<file path="src/rtl/i2c_pkg.sv">
// Shared widths and FSM state encoding for the I2C host FIFO front end.
package i2c_pkg;

    localparam int unsigned I2C_ADDR_W = 7;
    localparam int unsigned I2C_DATA_W = 8;
    localparam int unsigned I2C_CNT_W  = 4;

    typedef enum logic [2:0] {
        IDLE   = 3'd0,
        CHECK  = 3'd1,
        LAUNCH = 3'd2,
        RUN    = 3'd3,
        FIN    = 3'd4
    } i2c_state_e;

endpackage

</file>
<file path="src/rtl/i2c_sync_fifo.sv">
// Synchronous show-ahead FIFO; rdata is the head and is valid whenever empty is low.
module i2c_sync_fifo
    import i2c_pkg::*;
#(
    parameter int unsigned DEPTH = 8,
    parameter int unsigned AW    = 3
) (
    input  logic                  clk,
    input  logic                  rst,
    input  logic                  push,
    input  logic                  pop,
    input  logic [I2C_DATA_W-1:0] wdata,
    output logic [I2C_DATA_W-1:0] rdata,
    output logic                  full,
    output logic                  empty,
    output logic [AW:0]           level
);

    localparam logic [AW:0] FULL_LVL = DEPTH[AW:0];

    logic [I2C_DATA_W-1:0] r_mem [DEPTH];
    logic [AW-1:0]         r_wr_ptr;
    logic [AW-1:0]         r_rd_ptr;
    logic [AW:0]           r_level;
    logic                  w_do_push;
    logic                  w_do_pop;

    assign full      = (r_level == FULL_LVL);
    assign empty     = (r_level == '0);
    assign level     = r_level;
    assign rdata     = r_mem[r_rd_ptr];
    // Push while full is dropped even if a pop happens in the same cycle.
    assign w_do_push = push && !full;
    assign w_do_pop  = pop && !empty;

    always_ff @(posedge clk) begin
        if (rst) begin
            r_wr_ptr <= '0;
            r_rd_ptr <= '0;
            r_level  <= '0;
        end else begin
            if (w_do_push) r_wr_ptr <= r_wr_ptr + 1'b1;
            if (w_do_pop)  r_rd_ptr <= r_rd_ptr + 1'b1;
            case ({w_do_push, w_do_pop})
                2'b10:   r_level <= r_level + 1'b1;
                2'b01:   r_level <= r_level - 1'b1;
                default: r_level <= r_level;
            endcase
        end
    end

    always_ff @(posedge clk) begin
        if (w_do_push) r_mem[r_wr_ptr] <= wdata;
    end

endmodule

</file>
<file path="src/rtl/i2c_host_fifo_ctrl.sv">
// Host front end for the I2C master: command check/launch FSM plus TX and RX byte FIFOs.
module i2c_host_fifo_ctrl
    import i2c_pkg::*;
#(
    parameter int unsigned DEPTH = 8,
    parameter int unsigned AW    = 3
) (
    input  logic                  clk,
    input  logic                  rst,
    input  logic                  cmd_valid,
    output logic                  cmd_ready,
    input  logic [I2C_ADDR_W-1:0] cmd_addr,
    input  logic                  cmd_rw,
    input  logic [I2C_CNT_W-1:0]  cmd_cnt,
    input  logic                  tx_wr_en,
    input  logic [I2C_DATA_W-1:0] tx_wdata,
    output logic                  tx_full,
    output logic [AW:0]           tx_level,
    input  logic                  rx_rd_en,
    output logic [I2C_DATA_W-1:0] rx_rdata,
    output logic                  rx_empty,
    output logic                  busy,
    output logic                  done,
    output logic                  err,
    output logic                  m_start,
    output logic [I2C_ADDR_W-1:0] m_addr,
    output logic                  m_rw,
    output logic [I2C_CNT_W-1:0]  m_data_cnt,
    output logic [I2C_DATA_W-1:0] m_tx_data,
    input  logic                  i_txff_rd,
    input  logic [I2C_DATA_W-1:0] m_rx_data,
    input  logic                  i_rxff_wr,
    input  logic                  i2c_done
);

    // Wide enough for both an occupancy (DEPTH <= 16) and a byte count.
    localparam int unsigned CMPW    = 5;
    localparam logic [AW:0] DEPTH_L = DEPTH[AW:0];

    i2c_state_e            r_state;
    i2c_state_e            w_state_next;
    logic [I2C_ADDR_W-1:0] r_addr;
    logic                  r_rw;
    logic [I2C_CNT_W-1:0]  r_cnt;
    logic [I2C_CNT_W-1:0]  r_xfer_cnt;
    logic                  w_tx_empty;
    logic                  w_rx_full;
    logic [AW:0]           w_rx_level;
    logic [AW:0]           w_rx_free;
    logic                  w_strobe;
    logic                  w_reject;

    assign m_addr     = r_addr;
    assign m_rw       = r_rw;
    assign m_data_cnt = r_cnt;
    assign w_rx_free  = w_rx_full ? '0 : DEPTH_L - w_rx_level;
    // Only the strobe matching the latched direction counts toward the transfer.
    assign w_strobe   = r_rw ? i_rxff_wr : i_txff_rd;
    assign w_reject   = (r_cnt == '0)
                     || (!r_rw && (w_tx_empty || (CMPW'(tx_level) < CMPW'(r_cnt))))
                     || (r_rw && (CMPW'(w_rx_free) < CMPW'(r_cnt)));

    i2c_sync_fifo #(
        .DEPTH (DEPTH),
        .AW    (AW)
    ) u_tx_fifo (
        .clk   (clk),
        .rst   (rst),
        .push  (tx_wr_en),
        .pop   (i_txff_rd),
        .wdata (tx_wdata),
        .rdata (m_tx_data),
        .full  (tx_full),
        .empty (w_tx_empty),
        .level (tx_level)
    );

    i2c_sync_fifo #(
        .DEPTH (DEPTH),
        .AW    (AW)
    ) u_rx_fifo (
        .clk   (clk),
        .rst   (rst),
        .push  (i_rxff_wr),
        .pop   (rx_rd_en),
        .wdata (m_rx_data),
        .rdata (rx_rdata),
        .full  (w_rx_full),
        .empty (rx_empty),
        .level (w_rx_level)
    );

    always_ff @(posedge clk) begin
        if (rst) begin
            r_state    <= IDLE;
            r_addr     <= '0;
            r_rw       <= 1'b0;
            r_cnt      <= '0;
            r_xfer_cnt <= '0;
        end else begin
            r_state <= w_state_next;
            if (r_state == IDLE && cmd_valid) begin
                r_addr <= cmd_addr;
                r_rw   <= cmd_rw;
                r_cnt  <= cmd_cnt;
            end
            if (r_state == LAUNCH) begin
                r_xfer_cnt <= '0;
            end else if (r_state == RUN && w_strobe) begin
                r_xfer_cnt <= r_xfer_cnt + 1'b1;
            end
        end
    end

    always_comb begin
        w_state_next = r_state;
        cmd_ready    = 1'b0;
        busy         = 1'b0;
        done         = 1'b0;
        err          = 1'b0;
        m_start      = 1'b0;
        case (r_state)
            IDLE: begin
                cmd_ready = 1'b1;
                if (cmd_valid) w_state_next = CHECK;
            end
            CHECK: begin
                if (w_reject) begin
                    done         = 1'b1;
                    err          = 1'b1;
                    w_state_next = IDLE;
                end else begin
                    w_state_next = LAUNCH;
                end
            end
            LAUNCH: begin
                m_start      = 1'b1;
                busy         = 1'b1;
                w_state_next = RUN;
            end
            RUN: begin
                busy = 1'b1;
                if (i2c_done) w_state_next = FIN;
            end
            FIN: begin
                done         = 1'b1;
                err          = (r_xfer_cnt != r_cnt);
                w_state_next = IDLE;
            end
            default: w_state_next = IDLE;
        endcase
    end

endmodule

</file>
<file path="config.mk">
export PLATFORM = sky130hd
export DESIGN_NAME = i2c_host_fifo_ctrl
export DESIGN_NICKNAME = d
export VERILOG_FILES = /design/src/rtl/i2c_pkg.sv /design/src/rtl/i2c_sync_fifo.sv /design/src/rtl/i2c_host_fifo_ctrl.sv
export SDC_FILE = /design/constraint.sdc
export NUM_CORES = 1
export LEC_CHECK = 0
export BUFFER_PORTS_ARGS = -buffer_cell sky130_fd_sc_hd__buf_2
export CORE_MARGIN = 10
export CORE_UTILIZATION = 35
export CTS_CLUSTER_DIAMETER = 200
export CTS_CLUSTER_SIZE = 8
export DETAILED_ROUTE_END_ITERATION = 7
export GPL_TIMING_DRIVEN = 0
export HOLD_SLACK_MARGIN = 0.1
export PLACE_DENSITY_LB_ADDON = 0.25
export RECOVER_POWER = 100
export SYNTH_ARGS = -nofsm -noshare
export SYNTH_HDL_FRONTEND = slang
export SYNTH_SLANG_ARGS = --single-unit
</file>
<file path="constraint.sdc">
create_clock -name clk -period 5.66 [get_ports clk]
set_input_delay 0.283 -clock clk [delete_from_list [all_inputs] [get_ports clk]]
set_output_delay 0.283 -clock clk [all_outputs]
set_load 0.05 [all_outputs]
</file>
## After elaboration in Yosys (flattened, before gate mapping)

Memories as Yosys holds them, arrays and structs flattened. A register that Yosys moved wholly into a read port is not among the register bits.
Index checks and enable logic that the tools add are counted.

| word-level totals | value |
|---|---|
| flip-flop bits (word level) | 39 |
| bits in latches | 0 |
| RAM bits | 128 |
| ROM bits | 0 |
| input bits | 36 |
| output and inout port bits | 39 |
| logic and storage cells | 85 |
| memories | 2 |

Memory list:

| name | depth | bits a word | read ports | clocked after memory_dff | wr ports | line | RTL |
|---|---|---|---|---|---|---|---|
| u_rx_fifo.r_mem | 8 | 8 | 1 | 1 | 1 | i2c_sync_fifo.sv:21 | `logic [I2C_DATA_W-1:0] r_mem [DEPTH];` |
| u_tx_fifo.r_mem | 8 | 8 | 1 | 1 | 1 | i2c_sync_fifo.sv:21 |  |

| operators by class | value |
|---|---|
| add/subtract/negate cells | 10 |
| multiply operators | 0 |
| div/mod/pow operators | 0 |
| $lt $le $gt $ge | 2 |
| eq/ne operators | 13 |
| shifts and indexed selects | 0 |
| muxes and demuxes | 22 |
| bitwise gates (word level) | 0 |
| reductions and logical operators | 25 |

Operators by type and width:

| operator | count |
|---|---|
| $mux 3 | 6 |
| $pmux 4 s2 | 2 |
| $add 3x1->3 const B | 4 |
| $add 4x1->4 const B | 3 |
| $logic_not 4->1 | 3 |
| $pmux 3 s4 | 1 |
| $mux 1 | 9 |
| $eq 4x4->1 const B | 2 |
| $logic_and 1x1->1 | 8 |
| $lt 4x4->1 | 2 |
| $sub 4x1->4 const B | 2 |
| $eq 3x2->1 const B | 2 |
| $logic_not 1->1 | 5 |
| $eq 2x1->1 const B | 2 |
| $eq 2x2->1 const B | 2 |
| $mux 4 | 1 |
| $ne 2x2->1 const B | 2 |
| $ne 4x4->1 | 1 |
| $pmux 1 s2 | 2 |
| $reduce_bool 2->1 | 2 |
| $reduce_or 2->1 | 2 |
| $sub 4x4->4 const A | 1 |
| $eq 3x1->1 const B | 1 |
| $eq 3x3->1 const B | 1 |
| other kinds (4) | 6 |

## Longest topological paths before layout

| depth | value |
|---|---|
| depth in word-level cells | 7 |
| depth in mapped cells | 12 |
| mapped depth without buffers | 12 |

## Hierarchy

Synthesis repeated with hierarchy kept, for this count alone.

| unflattened totals | value |
|---|---|
| cells, all modules | 464 |
| area total of the unflattened synthesis | 7453.4 µm² |

Modules (own cells, without submodules):

| module | instances | cells an instance | area each (µm²) | sequential area each (µm²) |
|---|---|---|---|---|
| i2c_sync_fifo at u_rx_fifo | 1 | 167 | 3151.8 | 2182.1 |
| i2c_sync_fifo at u_tx_fifo | 1 | 167 | 3150.5 | 2182.1 |
| i2c_host_fifo_ctrl | 1 | 130 | 1151.1 | 380.4 |

## Worst setup path before layout

No wires, ideal clock.

| timing path | value |
|---|---|
| path type | register to output |
| start point | reg u_rx_fifo.r_level[0] (netlist: u_rx_fifo.level[0]) |
| end point | out err |
| data arrival time | 2.651 ns |
| required time | 5.377 ns |
| setup slack | 2.726 ns |
| stages on the path, launching flop included | 11 |
| buffers on the path | 0 |
| path through | dfxtp_1 inv_1 ha_1 a21oi_1 o21ai_0 o41ai_1 ha_1 or3_1 a311oi_1 a211oi_1 o22ai_1 |

| between the ends | value |
|---|---|
| longest elaborated chain between the ends | 7 |
| elaborated cells on any way between the ends | 8 |
| those cells by class | add/sub (1); order compare (1); eq/ne (1); mux (3); reduce/logical (2) |

RTL lines:

| item | line | RTL |
|---|---|---|
| start, declared | i2c_sync_fifo.sv:24 | `logic [AW:0] r_level;` |
| start signal, assigned | i2c_sync_fifo.sv:45 | `2'b10: r_level <= r_level + 1'b1;` |
| start signal, assigned | i2c_sync_fifo.sv:46 | `2'b01: r_level <= r_level - 1'b1;` |
| start signal, assigned | i2c_sync_fifo.sv:47 | `default: r_level <= r_level;` |
| $sub 4x4->4 / $eq 4x4->1 (equally long branches) | i2c_host_fifo_ctrl.sv:56, i2c_sync_fifo.sv:28 |  |
| $mux 4 (*) | i2c_host_fifo_ctrl.sv:56 | `assign w_rx_free = w_rx_full ? '0 : DEPTH_L - w_rx_level;` |
| $lt 4x4->1 (*) | i2c_host_fifo_ctrl.sv:61 | `\|\| (r_rw && (CMPW'(w_rx_free) < CMPW'(r_cnt)));` |
| $logic_and 1x1->1 (*) | i2c_host_fifo_ctrl.sv:61 |  |
| $logic_or 1x1->1 (*) | i2c_host_fifo_ctrl.sv:61 |  |
| $mux 1 (*) | i2c_host_fifo_ctrl.sv:128 | `if (w_reject) begin` |
| $pmux 1 s2 (*) | i2c_host_fifo_ctrl.sv:122 | `case (r_state)` |
| end, declared | i2c_host_fifo_ctrl.sv:24 | `output logic err,` |

Mark *: on every way between the ends. The rest lies on a longest branch, timed or not.

## Final worst setup path

| timing path | value |
|---|---|
| start point | reg u_rx_fifo.r_level[0] (netlist: u_rx_fifo.level[0]) |
| end point | out done |

| between the ends | value |
|---|---|
| longest elaborated chain between the ends | 7 |
| elaborated cells on any way between the ends | 8 |
| those cells by class | add/sub (1); order compare (1); eq/ne (1); mux (3); reduce/logical (2) |

RTL lines:

| item | line | RTL |
|---|---|---|
| $sub 4x4->4 / $eq 4x4->1 (equally long branches) | i2c_host_fifo_ctrl.sv:56, i2c_sync_fifo.sv:28 |  |
| $mux 4 (*) | i2c_host_fifo_ctrl.sv:56 |  |
| $lt 4x4->1 (*) | i2c_host_fifo_ctrl.sv:61 |  |
| $logic_and 1x1->1 (*) | i2c_host_fifo_ctrl.sv:61 |  |
| $logic_or 1x1->1 (*) | i2c_host_fifo_ctrl.sv:61 |  |
| $mux 1 (*) | i2c_host_fifo_ctrl.sv:128 |  |
| $pmux 1 s2 (*) | i2c_host_fifo_ctrl.sv:122 |  |
| end, declared | i2c_host_fifo_ctrl.sv:23 | `output logic done,` |

Marks and branches as above.

==> results.yml <==
global_routing:
  grt_antenna_before_repair: 1
  overflow: 0
  grt_pass1_vias: 4405
  global_route.usage.total: 0.1164
  global_route_wire_length_before_repair_um: 23560
  grt_start_max_net_pins: 20
final_layout:
  layout_cells_sized_above_1: 0.1715
  layout-area-overhead-vs-synth_pct: 18.85
  final_core_util: 0.4225
  fill_cells: 1852
  finalNetCount: 626
  final_cells: 854
synthesis:
  synth-main-ff-cell: "sky130_fd_sc_hd__edfxtp_1"
  yosys-top-cells-area: "sky130_fd_sc_hd__edfxtp_1, sky130_fd_sc_hd__dfxtp_1, sky130_fd_sc_hd__mux4_2"
  syn-instance-count: 464
  synth.avg_cell_area_um2: 15.45
  post_synth_num_cell_types: 46
  ys_async_sr_fraction: 0
  warning_count_from_the_yosys_run: 0
  yosys.area.top_type_share: 0.5361
  synthesis.nets: 520
  syn_std_cell_area_mm2: 0.007169
  synth-edff-count: 128
  yosys.cell_count.top_type: "sky130_fd_sc_hd__edfxtp_1"
  netlist_top_cells_count: "sky130_fd_sc_hd__edfxtp_1, sky130_fd_sc_hd__dfxtp_1, sky130_fd_sc_hd__nor2_1, sky130_fd_sc_hd__nand2_1, sky130_fd_sc_hd__a21oi_1"
  ff_latch_count_synth: 173
  netlist.top_cell.by_area: "sky130_fd_sc_hd__edfxtp_1"
  ys_seq_area_frac: 0.6618
clock_network:
  clock_root_buffer_master: "sky130_fd_sc_hd__clkbuf_16"
  clock_tree_sinks: 173
  clock_pin_transition_on_the_worst_setup_and_hold_timing_paths_ps: 70
  clock_insertion_delay_worst_skew_ps: 430
  cts-resized-gates: 0
  clock_tree_from_tritoncts: "yes"
  numCtsBuffers: 17
  post_cts_hold_buffer_count: 12
  postCtsSetupBuffers: 0
  cts_htree_levels: 4
  max-clock-path-buffers: 2
routing:
  viasPerCell: 4.814
  dr_vias: 4111
  ant_nets: 0
  detail_route.wirelength_um: 15130
  drt_iter0_markers: 239
  routedWlPerCell_um: 17.72
  route.detailed.drc: 0
  drt_pass1_iterations: 6
floorplan:
  row_count: 52
  die_w_um: 163.1
  die-area_mm2: 0.02661
  die_y_um: 163.1
  io-pin-count: 75
  initial_utilization: 0.3555
  fp.coreArea_mm2: 0.02017
timing:
  finClkSkew_ps: 7.128
  report.final.setup_viol: 0
  unrepaired_setup_endpoints_after_global_routing: "no"
  slew_viol_final: 1
  slew-limit-headroom: -0.003282
  finalCriticalPeriod_ps: 3548
  fmaxAchievable_mhz: 281.8
  tightest_slew_ps: 1493
  finalCritPeriodShare: 0.6269
  hold_viol_final: 0
  final.setup.tns_ps: 0
power_and_ir_drop:
  power_density_mw_per_mm2: 423.4
  static_leakage_nw: 2.928
  power.ir.vdd_worst_mv: 0.2029
critical_path:
  timing.critical_path.depth: 11
  worstSetupPathType: "flop to primary output"
  worst_ep_arrival_time_ps: 3270
  slowest_stage: "sky130_fd_sc_hd__clkbuf_1"
  setup.worst_path.start_class: "flop"
  timing.critical_path.slowest_cell_delay_ps: 500
  cp_max_fo: 5
  worst-path-buf-inv: 2
  r2r.worst_path.cells: 6
  critical-path-top-delay-family: "compound AO/OA/AOI/OAI gates"
  critical_path.cell_chain: "inv_1, ha_1, a21oi_1, o21ai_0, o41ai_1, ha_1, or3_1, a311oi_1, a211oi_1, o22ai_1, clkbuf_1"
  cpMostUsedCell: "sky130_fd_sc_hd__ha_1"
  critical_path_required_ps: 5380
  end_kind: "primary output"
job:
  drv.max_cap_violation_count: 2
run_status:
  failing_checks: "capacitance limit, slew limit"
  run_status: "finished, violations left"
place:
  detailed_place_hpwl_um: 10560
  placed_cells: 808
  gp_routability_congestion: 0.7753
  numPortBuffers: 74
worst_hold_path:
  hold-path-cell-count: 3
  worst_hold_path_type: "input pin to flop"
## worst paths after layout
path         slack [ps]               start                    end
max                2110  u_rx_fifo.level[0]                   done
max reg2reg        2590  u_rx_fifo.level[0]  u_rx_fifo.r_mem[0][2]
min                 150            i2c_done             r_state[2]
min reg2reg         470           m_addr[2]              m_addr[2]
## power by group
group	leakage, nW	internal [mW]	switching, mW	total, mW
Combinational	1.11	0.339	0.613	0.952
Sequential	1.53	1.45	0.0634	1.51
Clock	0.288	0.596	0.549	1.14
Total	2.93	2.38	1.23	3.61
## layout by cell type, fill, tap and decap left out, types with 7 or more instances in the layout
master and instances:
sky130_fd_sc_hd__nand2b_1 7, sky130_fd_sc_hd__dlygate4sd3_1 13, sky130_fd_sc_hd__a21oi_1 25, sky130_fd_sc_hd__inv_1 15
sky130_fd_sc_hd__xor2_1 12, sky130_fd_sc_hd__clkbuf_16 17, sky130_fd_sc_hd__ha_1 18, sky130_fd_sc_hd__nor2_1 45
sky130_fd_sc_hd__nand3_1 8, sky130_fd_sc_hd__nand2_1 36, sky130_fd_sc_hd__buf_2 21, sky130_fd_sc_hd__dfxtp_1 45
sky130_fd_sc_hd__clkbuf_1 62, sky130_fd_sc_hd__mux4_2 20, sky130_fd_sc_hd__mux2_2 18, sky130_fd_sc_hd__inv_8 7
sky130_fd_sc_hd__mux4_1 12, sky130_fd_sc_hd__edfxtp_1 128
## flip-flops by register name (all words and copies together) (netlist names), named ones only
name	flops
u_rx_fifo.level	4
u_tx_fifo.level	4
r_state	3
m_rw	1
u_rx_fifo.r_wr_ptr	3
m_addr	7
u_rx_fifo.r_mem	64
m_data_cnt	4
u_rx_fifo.r_rd_ptr	3
u_tx_fifo.r_mem	64
r_xfer_cnt	4
u_tx_fifo.r_rd_ptr	3
u_tx_fifo.r_wr_ptr	3
## routing by layer
metal	wire, um	share of wire	global-route usage
met1	6627	0.44	0.1398
met2	7390	0.49	0.1925
met3	916	0.061	0.04078
met4	200	0.013	0.03648
met5	0	0	0
## area by class of cell
| type | count | area [um^2] | area share |
|---|---|---|---|
| sequential | 173 | 4745 | 0.5568 |
| multi-input combinational | 258 | 2260 | 0.2652 |
| timing repair buffer | 87 | 434.2 | 0.05095 |
| clock buffer | 17 | 425.4 | 0.04993 |
| tap | 270 | 337.8 | 0.03965 |
| clock inverter | 15 | 162.7 | 0.01909 |
| buffer | 18 | 97.59 | 0.01145 |
| inverter | 15 | 56.30 | 0.006608 |
| antenna | 1 | 2.502 | 0.0002937 |
## worst min-delay path: stages
cell and delay (ps):
sky130_fd_sc_hd__buf_2 100, sky130_fd_sc_hd__inv_1 90, sky130_fd_sc_hd__nor4_1 60
## stage by stage
step | setup WS, ps | area, um^2 | power (mW) | hold slack, ps
floorplan | 2726 | 7169 | 2.288 | 381.9
global placement | 2655 | 7878 | 2.500 | 445.6
detailed placement | 2825 | 7898 | 2.527 | 461.4
CTS | 2324 | 8606 | 3.676 | 102.5
global route | 1860 | 8518 | 3.788 | 149.1
finish | 2112 | 8521 | 3.607 | 153.7
## logic make-up after synthesis
| logic type | count (synthesis) | share of synthesized area |
|---|---|---|
| and+or+nand+nor | 122 | 0.07801 |
| adders and majority gates | 20 | 0.03700 |
| muxes | 55 | 0.1422 |
| DFF | 173 | 0.6618 |
| buffers and inverters | 33 | 0.02199 |
| xor gates and xnor gates | 18 | 0.02199 |
| AOI/OAI and AO/OA | 43 | 0.03700 |
Power figures use the tool's default switching activity.
